File: src/rtl/dec_prefix_counter.sv
// Loadable down-counter with a prefix-tree borrow decrementer; Q/busy/done move one edge after load/en/ack, no backpressure.
// Define DEC_PREFIX_CNT_RELOAD_EN to auto-reload the last loaded value at terminal count instead of stopping in DONE.
module dec_prefix_counter #(
    parameter int  LOGWIDTH = 5,
    localparam int W        = 1 << LOGWIDTH
) (
    input  logic         clk,
    input  logic         reset,
    input  logic         load,
    input  logic [W-1:0] load_val,
    input  logic         en,
    input  logic         ack,
    output logic [W-1:0] Q,
    output logic         busy,
    output logic         done,
    output logic         Bout
);

    typedef enum logic [1:0] {
        S_IDLE = 2'd0,
        S_RUN  = 2'd1,
        S_DONE = 2'd2
    } state_t;

    state_t       r_state;
    logic [W-1:0] r_q;
    logic         r_busy;
    logic         r_done;
`ifdef DEC_PREFIX_CNT_RELOAD_EN
    logic [W-1:0] r_reload;
`endif

    // w_zp[l][i] = AND of ~Q over bits i down to max(0, i-2^l+1): a zero run that propagates borrow.
    logic [W-1:0] w_zp [0:LOGWIDTH];
    logic [W-1:0] w_bin;
    logic [W-1:0] w_dec;
    logic         w_ld_zero;
    logic         w_q_one;

    always_comb begin
        for (int l = 0; l <= LOGWIDTH; l++) begin
            w_zp[l] = '0;
        end
        w_zp[0] = ~r_q;
        for (int l = 0; l < LOGWIDTH; l++) begin
            for (int i = 0; i < W; i++) begin
                if (i >= (1 << l)) begin
                    w_zp[l+1][i] = w_zp[l][i] & w_zp[l][i - (1 << l)];
                end else begin
                    w_zp[l+1][i] = w_zp[l][i];
                end
            end
        end
    end

    // Bit 0 always takes the borrow; bit i takes it when every lower bit is zero.
    assign w_bin     = {w_zp[LOGWIDTH][W-2:0], 1'b1};
    assign w_dec     = r_q ^ w_bin;
    assign Bout      = w_zp[LOGWIDTH][W-1];

    assign w_ld_zero = (load_val == '0);
    assign w_q_one   = (r_q == {{(W-1){1'b0}}, 1'b1});

    always_ff @(posedge clk or posedge reset) begin
        if (reset) begin
            r_state  <= S_IDLE;
            r_q      <= '0;
            r_busy   <= 1'b0;
            r_done   <= 1'b0;
`ifdef DEC_PREFIX_CNT_RELOAD_EN
            r_reload <= '0;
`endif
        end else if (load) begin
            // Load wins in every state, over en in RUN and over ack in DONE.
            r_q      <= load_val;
            r_state  <= w_ld_zero ? S_DONE : S_RUN;
            r_busy   <= ~w_ld_zero;
            r_done   <= w_ld_zero;
`ifdef DEC_PREFIX_CNT_RELOAD_EN
            r_reload <= load_val;
`endif
        end else begin
            case (r_state)
                S_IDLE: begin
                    r_busy <= 1'b0;
                    r_done <= 1'b0;
                end
                S_RUN: begin
                    r_done <= 1'b0;
                    if (en) begin
                        if (w_q_one) begin
`ifdef DEC_PREFIX_CNT_RELOAD_EN
                            r_q    <= r_reload;
                            r_done <= 1'b1;
`else
                            r_q     <= '0;
                            r_state <= S_DONE;
                            r_busy  <= 1'b0;
                            r_done  <= 1'b1;
`endif
                        end else begin
                            r_q <= w_dec;
                        end
                    end
                end
                S_DONE: begin
                    if (ack) begin
                        r_state <= S_IDLE;
                        r_done  <= 1'b0;
                    end
                end
                default: begin
                    r_state <= S_IDLE;
                    r_q     <= '0;
                    r_busy  <= 1'b0;
                    r_done  <= 1'b0;
                end
            endcase
        end
    end

    assign Q    = r_q;
    assign busy = r_busy;
    assign done = r_done;

endmodule
File: config.mk
export PLATFORM = sky130hd
export DESIGN_NAME = dec_prefix_counter
export DESIGN_NICKNAME = d
export VERILOG_FILES = /design/src/rtl/dec_prefix_counter.sv
export SDC_FILE = /design/constraint.sdc
export NUM_CORES = 1
export LEC_CHECK = 0
export ABC_AREA = 1
export BUFFER_PORTS_ARGS = -buffer_cell sky130_fd_sc_hd__buf_2
export CAP_MARGIN = 20
export CORE_AREA = 10 10 90 92
export DETAILED_ROUTE_END_ITERATION = 16
export DIE_AREA = 0 0 100 102
export PLACE_DENSITY = 0.68
export SYNTH_ARGS = -nofsm -noshare
export SYNTH_HDL_FRONTEND = slang
export SYNTH_SLANG_ARGS = --single-unit
export TNS_END_PERCENT = 100
File: constraint.sdc
create_clock -name clk -period 3.05 [get_ports clk]
set_input_delay 0.305 -clock clk [delete_from_list [all_inputs] [get_ports clk]]
set_output_delay 0.305 -clock clk [all_outputs]
set_load 0.1 [all_outputs]
==> results.cfg <==
[worst_setup_path]
worst_r2r_startpoint = Q[1]$_DFFE_PP0P_
worstSetupPathType = reg2out
critPathMaxFanout = 6
critical_path.startpoint_type = register
reg2regPathDepth = 9
crit_start = Q[0]$_DFFE_PP0P_
cp-endpoint = Bout
reg2reg_slack_ps = 1090
critical_path.reg2reg.endpoint = Q[22]$_DFFE_PP0P_
critPathArrivalTime_ps = 2110
crit_required_ps = 2740
worstSetupEndpointType = output port

[detailed_routing]
drt_first_iter_violations = 194
post_detailed_route_count_of_antenna_violating_nets = 0
total_length_of_routed_wires_um = 8370
post-route-drc-count = 0
routedWlPerCell_um = 14.7
vias_per_cell = 5.15
drt_pre_antenna_iters = 5
route.vias.total = 2929

[die]
io-pin-count = 72
core_area_sq_um = 6280
die_height_um = 102
fp.dieW_um = 100
dieArea_sq_um = 10200
fp-row-count = 29
start_util_pct = 43.7

[sta]
setup_violations = 0
max_slew_margin_pct = 47.7
timing_hold_violations_final = 0
achievable-frequency_mhz = 414
final.min_clock_period_ps = 2420
final.setup.worst_slack_ps = 632
fin_crit_sh_pct = 79.3
hold_ws_ps = 109
timing_max_transition_violations_final = 0
unrepaired_setup_endpoints_after_global_routing = no
setup-tns-final_ps = 0
tightest_slew_ps = 783
skew_ps = 6.26

[clock_network]
insertion_delay_ps = 300
clockBufferDepth = 2
clock_tree_from_tritoncts = built
clkTransAtPathRegs_ps = 80
cts_htree_levels = 2
post-cts-setup-buffer-count = 0
cts_hold_buffers = 0
cts.root.buffer_cell = sky130_fd_sc_hd__clkbuf_8
clock_sink_count = 36
post_cts_resized = 0
tritoncts_buffers = 5

[flow_run]
max-cap-violations = 0

[synthesis]
post_synth_main_area_contributors = sky130_fd_sc_hd__dfrtp_1 33%, sky130_fd_sc_hd__nor2_1 14%, sky130_fd_sc_hd__a21oi_1 12%
synth_seq_area_share_pct = 32.9
synth_seq_cells = 36
yosys.area.top_type = sky130_fd_sc_hd__dfrtp_1
post_synth_instance_area_sq_um = 2740
synthesis.instances = 424
syn_nets = 464
syn_area_per_cell_sq_um = 6.47
synth-warning-count = 0
synth_top_area_share_pct = 32.9
synthDistinctLibCells = 26

[global_routing]
grt_usage_pct = 17.1
grt.overflow.total = 0
grt_pass1_wl_um = 14300
via_count_of_the_first_global_routing_pass = 2942
grt_max_degree = 35
antenna_found_initial = 0

[place]
placed_cell_area_sq_um = 3120
gp_congestion = 0.872
dp_hpwl_um = 6440
pre_cts_slack_ps = 951
placedCellCount = 561
io_buffers = 71

[layout]
drive_above_1_share_pct = 20.9
layout.nets = 531
instances_no_fill = 569
final_area_sq_um = 3250
antenna-diode-count = 0
synthToLayoutAreaGrowth_pct = 18.5
layout_common_cells = 103 x sky130_fd_sc_hd__nor2_1, 77 x sky130_fd_sc_hd__nand2_1, 71 x sky130_fd_sc_hd__buf_2, 65 x sky130_fd_sc_hd__a21oi_1, 38 x sky130_fd_sc_hd__inv_1
final_common_cell = sky130_fd_sc_hd__nor2_1

[power_and_ir_drop]
p_per_area_nw_per_um2 = 678
p_leak_nw = 1.50
worst_ir_drop_vdd_mv = 0.416

[min_path]
worstHoldPathType = in2async

[status]
outcome = finished clean
## per-stage QoR
stage                     util [%]  power, mW
after detailed placement      49.8       1.73
after CTS                     51.8       2.21
after global placement        49.8       1.73
after global routing          51.8       2.32
after floorplan                  -       1.53
final                         51.8       2.20
## final cells by class
cell class / instances / area [sq um]
Inverter: 42 / 158
Fill cell: 658 / 3030
Multi-Input combinational cell: 333 / 1600
Tap cell: 77 / 96.3
Sequential cell: 36 / 901
Clock inverter: 1 / 30.0
Clock buffer: 7 / 96.3
Timing Repair Buffer: 73 / 370
## how the worst min path moves through the flow
stage | start | end | depth (start not counted)
global placement | reset | busy$_DFFE_PP0P_ | 2
detailed placement | reset | r_state[1]$_DFFE_PP0P_ | 2
floorplan | reset | Q[0]$_DFFE_PP0P_ | 1
finish | reset | busy$_DFFE_PP0P_ | 2
global route | reset | Q[10]$_DFFE_PP0P_ | 2
CTS | reset | Q[10]$_DFFE_PP0P_ | 2
## power by group
part	leakage, nW	switching (mW)	internal, mW
Sequential	0.426	0.119	0.553
Combinational	1.01	0.851	0.200
Clock	0.0645	0.193	0.289
## kinds of logic (layout without fill, tap and decap cells)
family	count (synthesis)	count (layout)	synth area share [%]
xor gates and xnor gates	8	8	2.56
and+or+nand+nor	238	238	38.0
AOI/OAI and AO/OA	84	84	16.2
DFF	36	36	32.9
adders and majority gates	3	3	1.37
buffers and inverters	55	123	8.95
## layer usage
layer	GRT usage, %	up-vias	wire length, um	part of all wire, %
li1	-	1503	-	-
met1	21.7	1349	3800	45
met2	27.9	70	3940	47
met3	3.78	7	535	6.4
met4	5.98	0	97	1.2
met5	0	-	0	0
## synth_stat cells
cell                       instances
sky130_fd_sc_hd__a21oi_1          65
sky130_fd_sc_hd__buf_2             4
sky130_fd_sc_hd__buf_4             3
sky130_fd_sc_hd__buf_6             3
sky130_fd_sc_hd__clkbuf_1          3
sky130_fd_sc_hd__dfrtp_1          36
sky130_fd_sc_hd__ha_1              3
sky130_fd_sc_hd__inv_1            38
sky130_fd_sc_hd__inv_2             4
sky130_fd_sc_hd__nand2_1          77
sky130_fd_sc_hd__nand2_2           2
sky130_fd_sc_hd__nand2_4           2
sky130_fd_sc_hd__nand3_1          27
sky130_fd_sc_hd__nand3b_1          1
sky130_fd_sc_hd__nand4_1           7
sky130_fd_sc_hd__nor2_1          104
sky130_fd_sc_hd__nor2_2            5
sky130_fd_sc_hd__nor2_4            6
sky130_fd_sc_hd__nor3_1            2
sky130_fd_sc_hd__nor3b_1           1
sky130_fd_sc_hd__nor4_1            4
sky130_fd_sc_hd__o21ai_0           8
sky130_fd_sc_hd__o21ai_1           2
sky130_fd_sc_hd__o21ai_2           2
sky130_fd_sc_hd__o21bai_1          7
sky130_fd_sc_hd__xor2_1            8
## sequential cells by signal, summed over array words and instances, names as in the netlist
signal   count
busy         1
done         1
Q           32
r_state      2
## worst max-delay path: stages (launching register included)
cell and delay (ps):
sky130_fd_sc_hd__dfrtp_1 410, sky130_fd_sc_hd__inv_1 120, sky130_fd_sc_hd__ha_1 190, sky130_fd_sc_hd__nand2_1 120
sky130_fd_sc_hd__nor2_4 220, sky130_fd_sc_hd__nand2_1 170, sky130_fd_sc_hd__nor2_2 140, sky130_fd_sc_hd__buf_2 430
(Power assumes the default switching activity.)
